<file path="config.mk">
export PLATFORM = sky130hd
export DESIGN_NAME = fm2151_wrq
export DESIGN_NICKNAME = d
export VERILOG_FILES = /design/src/rtl/fm2151_pkg.sv /design/src/rtl/fm2151_wrq_fifo.sv /design/src/rtl/fm2151_wrq.sv
export SDC_FILE = /design/constraint.sdc
export NUM_CORES = 1
export LEC_CHECK = 0
export BUFFER_PORTS_ARGS = -buffer_cell sky130_fd_sc_hd__clkbuf_2
export CORE_MARGIN = 2
export CORE_UTILIZATION = 45
export DETAILED_ROUTE_END_ITERATION = 16
export PLACE_DENSITY = 0.63
export REMOVE_ABC_BUFFERS = 1
export SYNTH_ARGS = -nofsm -noshare
export SYNTH_HDL_FRONTEND = slang
export SYNTH_SLANG_ARGS = --single-unit
</file>
<file path="constraint.sdc">
create_clock -name clk -period 4.2 [get_ports clk]
set_input_delay 0.84 -clock clk [delete_from_list [all_inputs] [get_ports clk]]
set_output_delay 0.84 -clock clk [all_outputs]
set_load 0.1 [all_outputs]
</file>
<file path="src/rtl/fm2151_pkg.sv">
// rtl/fm2151_pkg.sv - shared state encoding, bus constants and default timing for the fm2151 write queue
// Contents:
//   wrq_state_t      write-queue sequencer states
//   A0_ADDR/A0_DATA  OPM A0 levels for address and data strobes
//   STATUS_BUSY_BIT  BUSY bit position in the OPM status byte
//   DEF_*            default timing constants shared with fm2151 (clk cycles at 48 MHz, phiM = clk/14)
//   cyc_max          largest of four cycle counts, used to size the shared down-counter
package fm2151_pkg;

    typedef enum logic [2:0] {
        ST_IDLE     = 3'd0,
        ST_WAIT_RDY = 3'd1,
        ST_ADDR_WR  = 3'd2,
        ST_GAP      = 3'd3,
        ST_DATA_WR  = 3'd4,
        ST_SETTLE   = 3'd5
    } wrq_state_t;

    localparam logic A0_ADDR         = 1'b0;
    localparam logic A0_DATA         = 1'b1;
    localparam int   STATUS_BUSY_BIT = 7;

    localparam int DEF_WRQ_DEPTH   = 16;
    localparam int DEF_STROBE_CYC  = 28;
    localparam int DEF_GAP_CYC     = 14;
    localparam int DEF_SETTLE_CYC  = 64;
    localparam int DEF_TIMEOUT_CYC = 4096;

    function automatic int cyc_max(input int a, input int b, input int c, input int d);
        int m;
        m = a;
        if (b > m) m = b;
        if (c > m) m = c;
        if (d > m) m = d;
        return m;
    endfunction

endpackage

</file>
<file path="src/rtl/fm2151_wrq_fifo.sv">
// rtl/fm2151_wrq_fifo.sv - synchronous FIFO holding {register, value} pairs, with occupancy and one-cycle flush
// Ports:
//   clk, rst     clock, asynchronous active-high reset
//   wr_en        write wr_data (caller guarantees !full and no flush)
//   wr_data      entry to store
//   rd_en        drop the head entry (caller guarantees !empty)
//   rd_data      head entry, valid whenever !empty
//   flush        discard all stored entries this cycle; overrides wr_en/rd_en
//   full, empty  occupancy flags
//   level        number of stored entries, 0..DEPTH
module fm2151_wrq_fifo #(
    parameter int DEPTH = 16,
    parameter int WIDTH = 16
) (
    input  logic                     clk,
    input  logic                     rst,
    input  logic                     wr_en,
    input  logic [WIDTH-1:0]         wr_data,
    input  logic                     rd_en,
    output logic [WIDTH-1:0]         rd_data,
    input  logic                     flush,
    output logic                     full,
    output logic                     empty,
    output logic [$clog2(DEPTH):0]   level
);

    localparam int AW = $clog2(DEPTH);

    logic [WIDTH-1:0] mem [DEPTH];
    logic [AW-1:0]    wr_ptr;
    logic [AW-1:0]    rd_ptr;

    // DEPTH is a power of two, so the pointers wrap by plain overflow.
    always_ff @(posedge clk or posedge rst) begin
        if (rst) begin
            wr_ptr <= '0;
            rd_ptr <= '0;
            level  <= '0;
        end else if (flush) begin
            rd_ptr <= wr_ptr;
            level  <= '0;
        end else begin
            if (wr_en) wr_ptr <= wr_ptr + 1'b1;
            if (rd_en) rd_ptr <= rd_ptr + 1'b1;
            case ({wr_en, rd_en})
                2'b10:   level <= level + 1'b1;
                2'b01:   level <= level - 1'b1;
                default: level <= level;
            endcase
        end
    end

    always_ff @(posedge clk) begin
        if (wr_en && !flush) mem[wr_ptr] <= wr_data;
    end

    assign rd_data = mem[rd_ptr];
    assign full    = (level == (AW+1)'(DEPTH));
    assign empty   = (level == '0);

endmodule

</file>
<file path="src/rtl/fm2151_wrq.sv">
// rtl/fm2151_wrq.sv - write-queue sequencer replaying queued (register, value) pairs onto the OPM bus
// Optional feature: define FM2151_WRQ_TIMEOUT_EN to add the BUSY watchdog and err_timeout_o.
// Ports:
//   clk, reset                 48 MHz clock, asynchronous active-high reset
//   wq_addr_i, wq_data_i       pair to queue
//   wq_valid_i, wq_ready_o     push handshake (push on valid & ready)
//   wq_flush_i                 drop queued entries; the pair already being replayed finishes
//   wq_level_o                 queue occupancy
//   wq_idle_o                  queue empty and sequencer idle
//   opm_cs_n_o, opm_wr_n_o     registered OPM chip select / write strobe, active low
//   opm_a0_o, opm_d_o          OPM A0 and write data
//   opm_status_i               OPM status byte, bit 7 = BUSY
//   err_timeout_o              sticky watchdog flag (constant 0 without the watchdog)
module fm2151_wrq
    import fm2151_pkg::*;
#(
    parameter int DEPTH       = DEF_WRQ_DEPTH,
    parameter int STROBE_CYC  = DEF_STROBE_CYC,
    parameter int GAP_CYC     = DEF_GAP_CYC,
    parameter int SETTLE_CYC  = DEF_SETTLE_CYC,
    parameter int TIMEOUT_CYC = DEF_TIMEOUT_CYC
) (
    input  logic                    clk,
    input  logic                    reset,
    input  logic [7:0]              wq_addr_i,
    input  logic [7:0]              wq_data_i,
    input  logic                    wq_valid_i,
    output logic                    wq_ready_o,
    input  logic                    wq_flush_i,
    output logic [$clog2(DEPTH):0]  wq_level_o,
    output logic                    wq_idle_o,
    output logic                    opm_cs_n_o,
    output logic                    opm_wr_n_o,
    output logic                    opm_a0_o,
    output logic [7:0]              opm_d_o,
    input  logic [7:0]              opm_status_i,
    output logic                    err_timeout_o
);

    localparam int CNT_MAX = cyc_max(STROBE_CYC, GAP_CYC, SETTLE_CYC, TIMEOUT_CYC);
    localparam int CNT_W   = $clog2(CNT_MAX + 1);

    // Counter reload values: a state lasting N cycles is entered with N-1 and left at 0.
    localparam logic [CNT_W-1:0] STROBE_LD = CNT_W'(STROBE_CYC - 1);
    localparam logic [CNT_W-1:0] GAP_LD    = CNT_W'(GAP_CYC - 1);
    localparam logic [CNT_W-1:0] SETTLE_LD = CNT_W'(SETTLE_CYC - 1);
`ifdef FM2151_WRQ_TIMEOUT_EN
    localparam logic [CNT_W-1:0] TIMEOUT_LD = CNT_W'(TIMEOUT_CYC - 1);
`endif

    wrq_state_t       state, state_nxt;
    logic [CNT_W-1:0] cnt, cnt_nxt;
    logic             cs_n_q, cs_n_nxt;
    logic             wr_n_q, wr_n_nxt;
    logic             a0_q, a0_nxt;
    logic [7:0]       d_q, d_nxt;
    logic [7:0]       hold_data_q, hold_data_nxt;

    logic             push;
    logic             pop;
    logic [15:0]      fifo_rd_data;
    logic             fifo_full;
    logic             fifo_empty;
    logic             busy;

    assign busy       = opm_status_i[STATUS_BUSY_BIT];
    assign wq_ready_o = !fifo_full && !wq_flush_i;
    assign push       = wq_valid_i && wq_ready_o;
    assign wq_idle_o  = fifo_empty && (state == ST_IDLE);

    fm2151_wrq_fifo #(
        .DEPTH (DEPTH),
        .WIDTH (16)
    ) u_fifo (
        .clk     (clk),
        .rst     (reset),
        .wr_en   (push),
        .wr_data ({wq_addr_i, wq_data_i}),
        .rd_en   (pop),
        .rd_data (fifo_rd_data),
        .flush   (wq_flush_i),
        .full    (fifo_full),
        .empty   (fifo_empty),
        .level   (wq_level_o)
    );

`ifdef FM2151_WRQ_TIMEOUT_EN
    logic err_set;
    logic err_q;

    always_ff @(posedge clk or posedge reset) begin
        if (reset)        err_q <= 1'b0;
        else if (err_set) err_q <= 1'b1;
    end

    assign err_timeout_o = err_q;
`else
    assign err_timeout_o = 1'b0;
`endif

    always_ff @(posedge clk or posedge reset) begin
        if (reset) begin
            state       <= ST_IDLE;
            cnt         <= '0;
            cs_n_q      <= 1'b1;
            wr_n_q      <= 1'b1;
            a0_q        <= A0_ADDR;
            d_q         <= 8'h00;
            hold_data_q <= 8'h00;
        end else begin
            state       <= state_nxt;
            cnt         <= cnt_nxt;
            cs_n_q      <= cs_n_nxt;
            wr_n_q      <= wr_n_nxt;
            a0_q        <= a0_nxt;
            d_q         <= d_nxt;
            hold_data_q <= hold_data_nxt;
        end
    end

    // Bus outputs are registered from the next-state decode so cs_n falls in the
    // same cycle the strobe state is entered. The address is placed on the bus at
    // pop time, well before cs_n falls; the data byte is only presented when the
    // data strobe starts, so the gap keeps showing the address.
    always_comb begin
        state_nxt     = state;
        cnt_nxt       = cnt;
        cs_n_nxt      = cs_n_q;
        wr_n_nxt      = wr_n_q;
        a0_nxt        = a0_q;
        d_nxt         = d_q;
        hold_data_nxt = hold_data_q;
        pop           = 1'b0;
`ifdef FM2151_WRQ_TIMEOUT_EN
        err_set       = 1'b0;
`endif
        case (state)
            ST_IDLE: begin
                // A flush in the same cycle wins: nothing is taken from the queue.
                if (!fifo_empty && !wq_flush_i) begin
                    pop           = 1'b1;
                    hold_data_nxt = fifo_rd_data[7:0];
                    a0_nxt        = A0_ADDR;
                    d_nxt         = fifo_rd_data[15:8];
                    state_nxt     = ST_WAIT_RDY;
`ifdef FM2151_WRQ_TIMEOUT_EN
                    cnt_nxt       = TIMEOUT_LD;
`endif
                end
            end
            ST_WAIT_RDY: begin
                if (!busy) begin
                    state_nxt = ST_ADDR_WR;
                    cnt_nxt   = STROBE_LD;
                    cs_n_nxt  = 1'b0;
                    wr_n_nxt  = 1'b0;
                end
`ifdef FM2151_WRQ_TIMEOUT_EN
                else if (cnt == '0) begin
                    // Chip never became ready: drop the held pair without touching the bus.
                    state_nxt = ST_IDLE;
                    err_set   = 1'b1;
                end else begin
                    cnt_nxt = cnt - 1'b1;
                end
`endif
            end
            ST_ADDR_WR: begin
                if (cnt == '0) begin
                    state_nxt = ST_GAP;
                    cnt_nxt   = GAP_LD;
                    cs_n_nxt  = 1'b1;
                    wr_n_nxt  = 1'b1;
                end else begin
                    cnt_nxt = cnt - 1'b1;
                end
            end
            ST_GAP: begin
                if (cnt == '0) begin
                    state_nxt = ST_DATA_WR;
                    cnt_nxt   = STROBE_LD;
                    cs_n_nxt  = 1'b0;
                    wr_n_nxt  = 1'b0;
                    a0_nxt    = A0_DATA;
                    d_nxt     = hold_data_q;
                end else begin
                    cnt_nxt = cnt - 1'b1;
                end
            end
            ST_DATA_WR: begin
                if (cnt == '0) begin
                    state_nxt = ST_SETTLE;
                    cnt_nxt   = SETTLE_LD;
                    cs_n_nxt  = 1'b1;
                    wr_n_nxt  = 1'b1;
                end else begin
                    cnt_nxt = cnt - 1'b1;
                end
            end
            ST_SETTLE: begin
                // BUSY is not valid yet right after a data write; just wait it out.
                if (cnt == '0) state_nxt = ST_IDLE;
                else           cnt_nxt   = cnt - 1'b1;
            end
            default: begin
                state_nxt = ST_IDLE;
                cs_n_nxt  = 1'b1;
                wr_n_nxt  = 1'b1;
            end
        endcase
    end

    assign opm_cs_n_o = cs_n_q;
    assign opm_wr_n_o = wr_n_q;
    assign opm_a0_o   = a0_q;
    assign opm_d_o    = d_q;

    logic unused_status;
    assign unused_status = ^opm_status_i;

endmodule

</file>
# --- Yosys cells after proc, flatten, opt, wreduce, memory -nomap -nowiden ---
# Memories as Yosys holds them, arrays and structs flattened.
# Index checks and enable logic that the tools add are counted.
word_totals:
  latch_bits: 0
  rom_bits: 0
  n_memories: 1
  reg_bits: 47
  output_inout_bits: 19
  mem_bits_rw: 256
  wordCells: 86
  input_bits: 28
classes:
  n_eq_ne: 16
  n_bitwise: 2
  n_mul: 0
  mux: 30
  n_lt_le_gt_ge: 0
  n_addsub: 5
  shift: 0
  n_div: 0
  reduce_logical: 23
memory_table:
  columns: ["memory", "words", "word_bits", "rd", "rd_clocked_by_memory_dff", "write_ports", "line", "text"]
  rows:
  - ["u_fifo.mem", 16, 16, 1, 0, 1, "fm2151_wrq_fifo.sv:29", "logic [WIDTH-1:0] mem [DEPTH];"]
op_table:
  columns: ["cell", "n"]
  rows:
  - ["$mux 13", 5]
  - ["$pmux 13 s5", 1]
  - ["$mux 3", 6]
  - ["$pmux 3 s6", 1]
  - ["$mux 8", 2]
  - ["$pmux 8 s2", 1]
  - ["$logic_not 13->1", 1]
  - ["$sub 13x1->13 const B", 1]
  - ["$ne 2x2->1 const B", 6]
  - ["$pmux 5 s2", 1]
  - ["$add 4x1->4 const B", 2]
  - ["$mux 1", 8]
  - ["$mux 4", 2]
  - ["$eq 3x2->1 const B", 2]
  - ["$eq 3x3->1 const B", 2]
  - ["$reduce_and 3->1", 2]
  - ["$reduce_and 6->1", 1]
  - ["$add 5x1->5 const B", 1]
  - ["$eq 5x5->1 const B", 1]
  - ["$logic_and 1x1->1", 5]
  - ["$logic_not 5->1", 1]
  - ["$mux 5", 1]
  - ["$reduce_bool 5->1", 1]
  - ["$sub 5x1->5 const B", 1]
  - ["other kinds (14)", 21]

# --- Longest topological paths before layout ---
# Gate-level depths: netlist of run 1.
logic_depth:
  ltp_word: 8
  ltp_mapped: 11
  ltp_nobuf: 9

# --- Hierarchy ---
# A second synthesis of run 1 with hierarchy kept.
hier_totals:
  cells_unflattened: 692
  area_unflattened_um2: 12343.1
modules_own_cells:
  columns: ["mod", "seq_area_each_um2", "area_per_inst_um2", "cells_per_inst", "instances"]
  rows:
  - ["fm2151_wrq_fifo", 8012.7, 10502.6, 509, 1]
  - ["fm2151_wrq", 852.1, 1840.5, 183, 1]

# --- Least setup slack after synthesis of run 1 ---
# No wires, ideal clock.
synth_path:
  path_type: "reg-to-output"
  from: "reg u_fifo.level[1]"
  to: "out wq_idle_o"
  n_path_buf: 1
  required_time_ns: 3.360
  stages_incl_launch_ff: 4
  slack_ns: -0.343
  arrival_time_ns: 3.703
  cell_sequence: "dfrtp_1 > clkbuf_1 > or4_1 > nor3_1"
synth_between:
  elab_chain_len: 2
synth_rtl:
  columns: ["element", "line", "text"]
  rows:
  - ["start, declared", "fm2151_wrq_fifo.sv:24", "output logic [$clog2(DEPTH):0] level"]
  - ["start signal, assigned", "fm2151_wrq_fifo.sv:46", "2'b10: level <= level + 1'b1;"]
  - ["start signal, assigned", "fm2151_wrq_fifo.sv:47", "2'b01: level <= level - 1'b1;"]
  - ["start signal, assigned", "fm2151_wrq_fifo.sv:48", "default: level <= level;"]
  - ["$logic_not 5->1", "fm2151_wrq_fifo.sv:59", "assign empty = (level == '0);"]
  - ["$logic_and 1x1->1", "fm2151_wrq.sv:69", "assign wq_idle_o = fifo_empty && (state == ST_IDLE);"]
  - ["end, declared", "fm2151_wrq.sv:31", "output logic wq_idle_o,"]
# Every way passes these cells.

# --- Worst setup path after layout of run 1 ---
# Ends and elaborated chain as after synthesis.

==> metrics.cfg, run 1 <==
[pwr]
vdd_drop_max_uv = 474
share_seq_of_total_power = 0.438
static-leakage-power_nw = 4.77
total_power_draw_mw = 9.08
cellInternalPower_mw = 6.15
switchingPower_mw = 2.93
clock_network_power_share = 0.299
sw_frac_of_total = 0.323
power-per-cell-area_nw_per_um2 = 646
combinationalPowerShare = 0.264

[clock_tree]
cts-htree-levels = 1
tritoncts_num_sinks = 303
postCtsResizedCells = 0
clk_pin_slew_worst_paths_ps = 60
cts_buffers = 30
clock_path_buffers = 3
cts.hold.buffers_added = 0
cts_tree = yes
root_buffer = clkbuf_16
post_cts_setup_bufs = 0
clk_latency_ps = 560

[drt]
drc_errors = 0
routed_wire_length_per_instance_microns = 23.6
drt.antenna.violating_nets = 0
route.final.wire_length_microns = 26000
drt_first_iter_violations = 660
vias_per_cell = 5.89
first_pass_iters = 5
via_count = 6488

[die]
ioPinCount = 47
chipHeight_microns = 169
placeableCoreArea_sq_um = 27000
die_outline_width_microns = 169
die_area_sq_um = 28700
start_util = 0.457
std_cell_rows = 60

[synth]
synth_area_sq_um = 12300
synth.avg_cell_area_sq_um = 18.2
synth_flop_cell = edfxtp_1
synth-edff-count = 256
postSynthCellCount = 678
synthArstFlopShare = 0.155
synth.distinct_cells = 68
ys_ff_latch = 303
synthesis.yosys.warnings = 0
ys_seq_area_frac = 0.719

[worst_setup_path]
setup.worst_path.start_class = register
timing.critical_path.arrival_ps = 2360
critPathCaptureType = primary output
criticalPathCategory = reg -> out
crit_path_max_fanout = 8
worst-endpoint-required_ps = 3360

[sta]
maxSlewHeadroom = 0.389
worst_pin_slew_ps = 917
slew_viol_final = 0
clock_skew_after_layout_ps = 16.0
rsz_0062_raised_after_global_routing = false
setup_viol = 0
share_of_the_cycle_needed_by_the_critical_path_after_routing = 0.761
final.min_clock_period_ps = 3200
achievable_frequency_mhz = 313
setup-tns-final_ps = 0
report.final.hold_viol_count = 0
setup_slack_ps = 1000

[place]
gp_routability_congestion = 0.795
numPlacedInstances = 1046
place.detailed.hpwl_microns = 16000
dpl_cell_area_sq_um = 13000
port_buffers = 38
place_ws_ps = 710

[finish]
layout_commonest_cell = edfxtp_1
total_of_fill_cells_in_the_finished_design = 2118
antennaDiodeCount = 0
finish.cell_count_without_fillers = 1101
post_route_cells_drive_above_1_share = 0.287
area_growth_pct = 14.0
mostFrequentLayoutCells = edfxtp_1 (256), mux4_2 (64), dfrtp_1 (44)
post-route-cell-area_sq_um = 14000
layout.nets = 774

[job]
max-cap-violations = 0

[global_route]
globalRoute.totalOverflow = 0
grt_start_max_net_pins = 36
grt_pass1_wl_microns = 39900
grt_usage = 0.185
grt_antenna_before_repair = 0
vias_in_the_first_global_route = 6692

[min_path]
worst_hold_path_type = in -> async

[outcome]
outcome = finished clean

-- cells in the mapped netlist, drive strengths merged, types with 2 or more instances --
| master | number | area [sq um] |
|---|---|---|
| ha | 9 | 113 |
| dfrtp | 46 | 1150 |
| or3 | 3 | 20.0 |
| nor4 | 6 | 58.8 |
| o221ai | 8 | 70.1 |
| a21oi | 17 | 96.4 |
| xnor2 | 7 | 61.3 |
| edfxtp | 256 | 7690 |
| a21o | 4 | 31.3 |
| a32oi | 2 | 17.5 |
| and2 | 4 | 25.0 |
| nor3 | 12 | 60.1 |
| inv | 12 | 45.0 |
| a2bb2oi | 2 | 17.5 |
| nor2 | 28 | 105 |
| o31ai | 5 | 37.5 |
| nand3 | 10 | 55.1 |
| xor2 | 3 | 26.3 |
| mux4 | 64 | 1440 |
| o21a | 3 | 22.5 |
| nand2b | 8 | 50.1 |
| mux2 | 3 | 33.8 |
| o21ai | 13 | 65.1 |
| o41ai | 2 | 17.5 |
| a22oi | 16 | 120 |
| a22o | 4 | 35.0 |
| nand4 | 2 | 12.5 |
| o211ai | 2 | 15.0 |
| nand2 | 28 | 105 |
| buf | 20 | 101 |
| clkbuf | 19 | 71.3 |
| or4 | 9 | 75.1 |
| o221a | 8 | 90.1 |
| nor2b | 6 | 37.5 |
| mux2i | 16 | 160 |
-- power by group through the flow --
stage | logic [mW] | clock network [mW] | registers (mW)
floorplan | 1.33 | 0 | 4.46
global placement | 2.35 | 0 | 4.02
detailed placement | 2.41 | 0 | 4.03
CTS | 2.42 | 2.77 | 3.98
finish | 2.39 | 2.71 | 3.97
global route | 2.56 | 2.87 | 4.02
-- worst max-delay path: stages, from the launching register on --
cell,delay [ps]
dfrtp_1,470
or4_1,650
nor3_1,210
clkbuf_2,480
-- flip-flops by register name, indices dropped and copies added (netlist names) --
| register | count |
|---|---|
| u_fifo.rd_ptr | 4 |
| opm_wr_n_o | 1 |
| cnt | 13 |
| u_fifo.level | 5 |
| state | 3 |
| u_fifo.mem | 256 |
| opm_d_o | 8 |
| u_fifo.wr_ptr | 4 |
| opm_a0_o | 1 |
| hold_data_q | 8 |
-- final timing paths --
| check | startpoint | end | slack, ps | cells after the start |
|---|---|---|---|---|
| worst max register to register | u_fifo.level[1] | u_fifo.level[4] | 1110 | 10 |
| worst min-delay path | reset | cnt[10] | 360 | 2 |
| worst min register to register | opm_wr_n_o | opm_wr_n_o | 480 | 2 |
| worst max-delay path | u_fifo.level[1] | wq_idle_o | 1000 | 3 |
| max in group asynchronous | reset | hold_data_q[0] | 3100 | 3 |
| min in group clk | opm_wr_n_o | opm_wr_n_o | 480 | 2 |
-- stage by stage --
step                      utilization  hold WS, ps
after detailed placement        0.484          462
after global routing            0.521          410
after global placement          0.484          458
after CTS                       0.521          376
final                           0.521          365
after floorplan                     -          457
-- area by class of cell --
type	count	area, sq um	share of cell area
Clock buffer	32	758	0.0540
Multi-Input combinational cell	324	3290	0.234
Tap cell	341	427	0.0304
Timing Repair Buffer	66	400	0.0285
Sequential cell	303	8870	0.631
Inverter	12	45.0	0.00321
Clock inverter	23	254	0.0181
-- metal layers --
layer  track usage  part of all wire  up-vias  wire length [microns]
met4        0.0453             0.024        0                    616
met5             0                 0        -                      0
li1              -                 -     2871                      -
met2         0.306              0.49      183                  12700
met1         0.264              0.44     3389                  11500
met3        0.0240             0.043       45                   1120
-- cells by family (layout without fill, tap and decap cells) --
| kind of cell | count (synthesis) | in the layout | share of synthesized area |
|---|---|---|---|
| AOI/OAI and AO/OA | 98 | 98 | 0.0599 |
| xor gates and xnor gates | 10 | 10 | 0.00711 |
| adders and majority gates | 9 | 9 | 0.00914 |
| buffers and inverters | 51 | 133 | 0.0177 |
| DFF | 303 | 303 | 0.719 |
| muxes | 83 | 83 | 0.133 |
| other | 1 | 1 | 0.000304 |
| and+or+nand+nor | 123 | 123 | 0.0539 |
Power figures use the tool's default switching activity.
==> inputs of run 2 (changes only) <==
--- a/config.mk
+++ b/config.mk
@@ -9,7 +9,7 @@
 export CORE_MARGIN = 2
 export CORE_UTILIZATION = 45
 export DETAILED_ROUTE_END_ITERATION = 16
-export PLACE_DENSITY = 0.63
+export PLACE_DENSITY = 0.65
 export REMOVE_ABC_BUFFERS = 1
 export SYNTH_ARGS = -nofsm -noshare
 export SYNTH_HDL_FRONTEND = slang
==> constraint.sdc (replaced) <==
create_clock -name clk -period 2.6 [get_ports clk]
set_input_delay 0.52 -clock clk [delete_from_list [all_inputs] [get_ports clk]]
set_output_delay 0.52 -clock clk [all_outputs]
set_load 0.1 [all_outputs]
==> run 2 against run 1 <==
Effect of this change:
- worst setup slack got worse by 930 ps
- count of clock-buffer cells in the layout is 12 higher
- non-clock buffer count is 33 higher
- cell count increased by 3.3%
- final area grew 3.0%
- clock power increased by 62%
- critical endpoint unchanged
- largest cell class unchanged
==> metrics.cfg, run 2 (synthesis results as in run 1) <==
[outcome]
outcome = finished clean

[worst_setup_path]
criticalPathCategory = reg -> out
critical_path.reg2reg.endpoint = u_fifo.level[4]
worst-endpoint-required_ps = 2080  ; -1280 ps
rr_startpoint = u_fifo.level[0]
critPathCaptureType = primary output
critical_path_buf_inv_count = 2  ; +1
timing.critical_path.arrival_ps = 2010  ; -350 ps
cpPeakStageDelay_ps = 550  ; -100 ps
crit_path_max_fanout = 4  ; -4
critical_path.slowest_cell = or4_4
ff2ff_setup_slack_ps = 130  ; -980 ps
setup.worst_path.start_class = register
worst_path_cell_chain = or4_4 -> buf_4 -> nor3_4 -> buf_12
critical-path-top-delay-family = simple AND/OR/NAND/NOR gates
r2r.worst_path.cells = 9  ; -1

[finish]
mostFrequentLayoutCells = edfxtp_1 (256), mux4_2 (64), buf_4 (52)
top_register = u_fifo.mem
area_growth_pct = 17.4
post_route_cells_drive_above_1_share = 0.325  ; +0.0385
top_regs = u_fifo.mem (256), cnt (13)
antennaDiodeCount = 0  ; unchanged
layout_commonest_cell = edfxtp_1
largest_register_ffs = 256  ; unchanged
layout.nets = 808  ; +4.4%

[sta]
worst_pin_slew_ps = 903  ; -13.8 ps
setup_viol = 0  ; unchanged
slew_viol_final = 0  ; unchanged
maxSlewHeadroom = 0.397  ; +0.00795
fin_worst_hold_slack_ps = 65.9  ; -299 ps
setup-tns-final_ps = 0  ; unchanged
report.final.hold_viol_count = 0  ; unchanged
final.min_clock_period_ps = 2530
achievable_frequency_mhz = 395
share_of_the_cycle_needed_by_the_critical_path_after_routing = 0.973
clock_skew_after_layout_ps = 12.9  ; -3.07 ps
rsz_0062_raised_after_global_routing = false

[drt]
drc_errors = 0  ; unchanged
drt.antenna.violating_nets = 0  ; unchanged
routed_wire_length_per_instance_microns = 23.4  ; -0.94%
first_pass_iters = 5  ; unchanged
via_count = 6652  ; +2.5%
route.final.wire_length_microns = 26600  ; +2.3%
drt_first_iter_violations = 535  ; -19%
vias_per_cell = 5.85  ; -0.72%

[min_path]
worst_hold_path_type = in -> async

[clock_tree]
cts-htree-levels = 1  ; unchanged
cts_tree = yes
cts_buffers = 31  ; +3.3%
cts.hold.buffers_added = 0  ; unchanged
clk_pin_slew_worst_paths_ps = 60  ; about the same
clock_path_buffers = 3  ; unchanged
clk_latency_ps = 560  ; about the same
root_buffer = clkbuf_16
tritoncts_num_sinks = 303  ; unchanged

[job]
max-cap-violations = 0  ; unchanged

[die]
placeableCoreArea_sq_um = 27000  ; unchanged
chipHeight_microns = 169  ; unchanged
std_cell_rows = 60  ; unchanged
die_outline_width_microns = 169  ; unchanged
die_area_sq_um = 28700  ; unchanged
ioPinCount = 47  ; unchanged
start_util = 0.457  ; unchanged

[global_route]
grt_antenna_before_repair = 0  ; unchanged
globalRoute.totalOverflow = 0  ; unchanged
vias_in_the_first_global_route = 6853  ; +2.4%
grt.met1_usage = 0.261  ; -0.00293
grt_pass1_wl_microns = 40400  ; +1.5%
busiest_layer = met2
grt_usage = 0.189  ; +0.00401
grt_start_max_net_pins = 33  ; -8.3%
grt.met2_usage = 0.318  ; +0.0128
global_route.usage.met3 = 0.0278  ; +0.00373

[pwr]
power-per-cell-area_nw_per_um2 = 1030  ; +60%
total_power_draw_mw = 14.9  ; +64%
static-leakage-power_nw = 4.98  ; +4.3%
vdd_drop_max_uv = 1130  ; +140%

[place]
port_buffers = 38  ; unchanged
place.detailed.hpwl_microns = 16800  ; +5.1%
gp_routability_congestion = 0.814  ; +2.4%

-- run 2: timing repair --
action                     4_1_cts  5_1_grt
resized for setup                4        7
setup buffers                    0        0
pin swaps                        0        2
setup endpoints to repair        2       16
-- run 2: metal layers --
metal | wire length, microns | up-vias
met1 | 11500 | 3476
met3 | 1320 | 37
met2 | 13200 | 198
met5 | 0 | -
li1 | - | 2941
met4 | 590 | 0
-- run 2: how the worst max path moves through the flow --
stage / start / end / cells after the start
2_1_floorplan: u_fifo.level[1] / wq_idle_o / 2
6_report: u_fifo.level[0] / wq_idle_o / 4
4_1_cts: u_fifo.level[0] / wq_idle_o / 4
5_1_grt: cnt[0] / cnt[12] / 7
3_5_place_dp: u_fifo.level[0] / u_fifo.level[4] / 9
3_3_place_gp: u_fifo.level[0] / u_fifo.level[4] / 9
-- run 2: area by class of cell --
class	count	area [sq um]
Fill cell	2054	12500
Sequential cell	303	8870
Multi-Input combinational cell	324	3330
Clock buffer	44	855
Timing Repair Buffer	99	769
Tap cell	341	427
Clock inverter	14	165
Inverter	12	45.0
-- run 2: power breakdown --
| group | leakage [nW] | total [mW] | internal, mW | switching (mW) |
|---|---|---|---|---|
| sequential | 2.89 | 6.31 | 5.79 | 0.529 |
| combinational | 1.60 | 4.24 | 1.76 | 2.47 |
| clock | 0.492 | 4.38 | 2.59 | 1.79 |
| total | 4.98 | 14.9 | 10.1 | 4.79 |
-- run 2: per-stage QoR --
step	utilization	std cells	setup WS (ps)	cell area [sq um]
finish	0.537	1137	69.3	14500
CTS	0.536	1137	9.96	14400
global route	0.537	1137	2.49	14500
floorplan	-	639	-1530	12200
global placement	0.497	1079	53.0	13400
detailed placement	0.497	1079	34.5	13400
==> inputs of run 3 (changes only) <==
--- a/config.mk
+++ b/config.mk
@@ -5,6 +5,8 @@
 export SDC_FILE = /design/constraint.sdc
 export NUM_CORES = 1
 export LEC_CHECK = 0
+export ABC_AREA = 1
+export ABC_CLOCK_PERIOD_IN_PS = 2600
 export BUFFER_PORTS_ARGS = -buffer_cell sky130_fd_sc_hd__clkbuf_2
 export CORE_MARGIN = 2
 export CORE_UTILIZATION = 45
==> run 3 against run 2 <==
Effect of this change:
- first-iteration DRC count grew 69%
- count of clock-buffer cells in the layout down 6
- cell count grew 31%
- die area increased by 2.5%
- worst setup slack better by 150 ps
- sequential cell count stayed put
- critical endpoint unchanged
==> metrics.cfg, run 3 <==
[outcome]
outcome = finished clean

[synth]
synth_area_sq_um = 12600  ; +2.6%
yosys.area.top_type_share = 0.608  ; -0.0159
synthMostInstantiatedCell = edfxtp_1
synth_flop_cell = edfxtp_1
synth.distinct_cells = 42  ; -38%
ys_top_cells_by_area = edfxtp_1 (61%), dfrtp_1 (9.1%), o21ai_0 (5.5%)
ys_seq_area_frac = 0.701  ; -0.0183
postSynthCellCount = 1032  ; +52%
synthArstFlopShare = 0.155  ; unchanged
yosys-top-cells-count = edfxtp_1 (256), nor2_1 (175), o21ai_0 (140)
synth-edff-count = 256  ; unchanged
synth.avg_cell_area_sq_um = 12.3  ; -33%
netlist.top_cell.by_area = edfxtp_1
synthesis.yosys.warnings = 0  ; unchanged
ys_ff_latch = 303  ; unchanged

[clock_tree]
cts.hold.buffers_added = 0  ; unchanged
cts-htree-levels = 1  ; unchanged
clock_path_buffers = 3  ; unchanged
postCtsResizedCells = 0  ; -4
clk_pin_slew_worst_paths_ps = 60  ; about the same
clk_latency_ps = 560  ; about the same
cts_tree = yes
cts_buffers = 31  ; unchanged
tritoncts_num_sinks = 303  ; unchanged
post_cts_setup_bufs = 0  ; unchanged
root_buffer = clkbuf_16

[place]
place.detailed.hpwl_microns = 17500  ; +3.9%
gp_routability_congestion = 0.825  ; +1.3%
dpl_cell_area_sq_um = 13500  ; +0.76%
port_buffers = 38  ; unchanged
numPlacedInstances = 1435  ; +33%

[die]
die_area_sq_um = 29500  ; +2.5%
placeableCoreArea_sq_um = 27700  ; +2.8%
die_outline_width_microns = 172  ; +1.3%
start_util = 0.456  ; -0.000847
ioPinCount = 47  ; unchanged
chipHeight_microns = 172  ; +1.3%
std_cell_rows = 61  ; +1.7%

[finish]
top_register = u_fifo.mem
post-route-util = 0.522  ; -0.0143
mostFrequentLayoutCells = edfxtp_1 (256), nor2_1 (159), o21ai_0 (140)
post_route_cells_drive_above_1_share = 0.166  ; -0.159
post-route-cell-area_sq_um = 14500  ; about the same
total_of_fill_cells_in_the_finished_design = 2358  ; +15%
layout.nets = 1127  ; +39%
largest_register_ffs = 256  ; unchanged
area_growth_pct = 14.4
finish.cell_count_without_fillers = 1493  ; +31%
layout_commonest_cell = edfxtp_1
top_regs = u_fifo.mem (256), cnt (13)
antennaDiodeCount = 0  ; unchanged

[sta]
clock_skew_after_layout_ps = 15.9  ; +3.01 ps
share_of_the_cycle_needed_by_the_critical_path_after_routing = 0.917  ; -0.0567
final.min_clock_period_ps = 2380  ; -147 ps
report.final.hold_viol_count = 0  ; unchanged
achievable_frequency_mhz = 420  ; +6.2%
worst_pin_slew_ps = 580  ; -323 ps
rsz_0062_raised_after_global_routing = false
setup_viol = 0  ; unchanged
slew_viol_final = 0  ; unchanged
maxSlewHeadroom = 0.613  ; +0.216

[pwr]
total_power_draw_mw = 16.1  ; +8.2%
power-per-cell-area_nw_per_um2 = 1120  ; +8.1%
vdd_drop_max_uv = 747  ; -34%
static-leakage-power_nw = 5.09  ; +2.2%

[global_route]
grt_antenna_before_repair = 0  ; unchanged
grt_usage = 0.204  ; +0.0154
globalRoute.totalOverflow = 0  ; unchanged
vias_in_the_first_global_route = 8021  ; +17%
grt_pass1_wl_microns = 45900  ; +14%
grt_start_max_net_pins = 131  ; +300%

[worst_setup_path]
crit_path_max_fanout = 4  ; unchanged
worst-endpoint-required_ps = 2080  ; about the same
cpPeakStageDelay_ps = 460  ; -90 ps
r2r.worst_path.cells = 7  ; -2
critical_path.slowest_cell = clkbuf_2
worst_path_cell_chain = nor2_2 -> nand2_4 -> nor2_1 -> clkbuf_2
criticalPathCategory = reg -> out
setup.worst_path.start_class = register
timing.critical_path.arrival_ps = 1860  ; -150 ps
critPathCaptureType = primary output

[drt]
route.final.wire_length_microns = 29700  ; +12%
vias_per_cell = 5.61  ; -4.2%
drt.antenna.violating_nets = 0  ; unchanged
drc_errors = 0  ; unchanged
routed_wire_length_per_instance_microns = 19.9  ; -15%
drt_first_iter_violations = 902  ; +69%
first_pass_iters = 5  ; unchanged
via_count = 8371  ; +26%

[job]
max-cap-violations = 0  ; unchanged

[min_path]
worst_hold_path_type = in -> async

run 3: cell count changes after synthesis, moves of 21 or more:
cell      delta
inv_1       +28
mux4_2      -64
nand2_1     +47
nand3_1     +38
nor2_1     +147
o211ai_1    +37
o21ai_0    +128
o221ai_1    +30
o22ai_1     +21
run 3: cell type report:
cell class                 instances  area, sq um  area share
clock buffer                      38          802      0.0554
multi-input combinational        618         3360       0.232
timing repair buffer              84          598      0.0413
inverter                          52          201      0.0139
tap                              378          473      0.0327
sequential                       303         8870       0.613
clock inverter                    20          173      0.0119
run 3: critical path: cells and delay by family, from the launching register on:
kind | cells | cell delay, ps
buffers and inverters | 1 | 460
flip-flops | 1 | 450
AND/OR/NAND/NOR | 3 | 400
run 3: stage by stage:
stage / setup TNS [ps] / hold slack [ps] / worst slack, ps
final: 0 / 11.7 / 217
after global routing: 0 / 49.8 / 131
after CTS: 0 / 23.2 / 199
after detailed placement: 0 / 476 / 410
after global placement: 0 / 466 / 410
after floorplan: -96020 / 465 / -2340
run 3: logic make-up after synthesis:
kind of cell,count (synthesis),share of synthesized area
AO/OA/AOI/OAI,272,0.134
XOR/XNOR,9,0.00623
adder cells (fa/ha/maj),9,0.00890
buffers and inverters,111,0.0368
flip-flops,303,0.701
other,1,0.000297
AND/OR/NAND/NOR,327,0.112
run 3: power breakdown:
group | internal [mW] | total [mW] | switching [mW] | leakage [nW]
sequential | 5.79 | 6.10 | 0.313 | 2.88
combinational | 1.61 | 5.79 | 4.18 | 1.75
clock | 2.48 | 4.26 | 1.78 | 0.463
run 3: worst paths after layout:
path	from	end	slack, ps
worst max-delay path	state[1]	wq_idle_o	220
worst min-delay path	reset	cnt[11]	10
worst max register to register	u_fifo.level[2]	u_fifo.mem[10][15]	500
worst min register to register	opm_d_o[7]	opm_d_o[7]	490
max in group asynchronous	reset	opm_d_o[7]	1870
min in group clk	wq_valid_i	u_fifo.wr_ptr[0]	360
run 3: routing by layer:
metal,up-vias,global-route usage,wire [microns]
met4,0,0.0516,588
met2,273,0.340,14400
met5,-,0,0
li1,3903,-,-
met1,4153,0.286,13100
met3,42,0.0249,1680
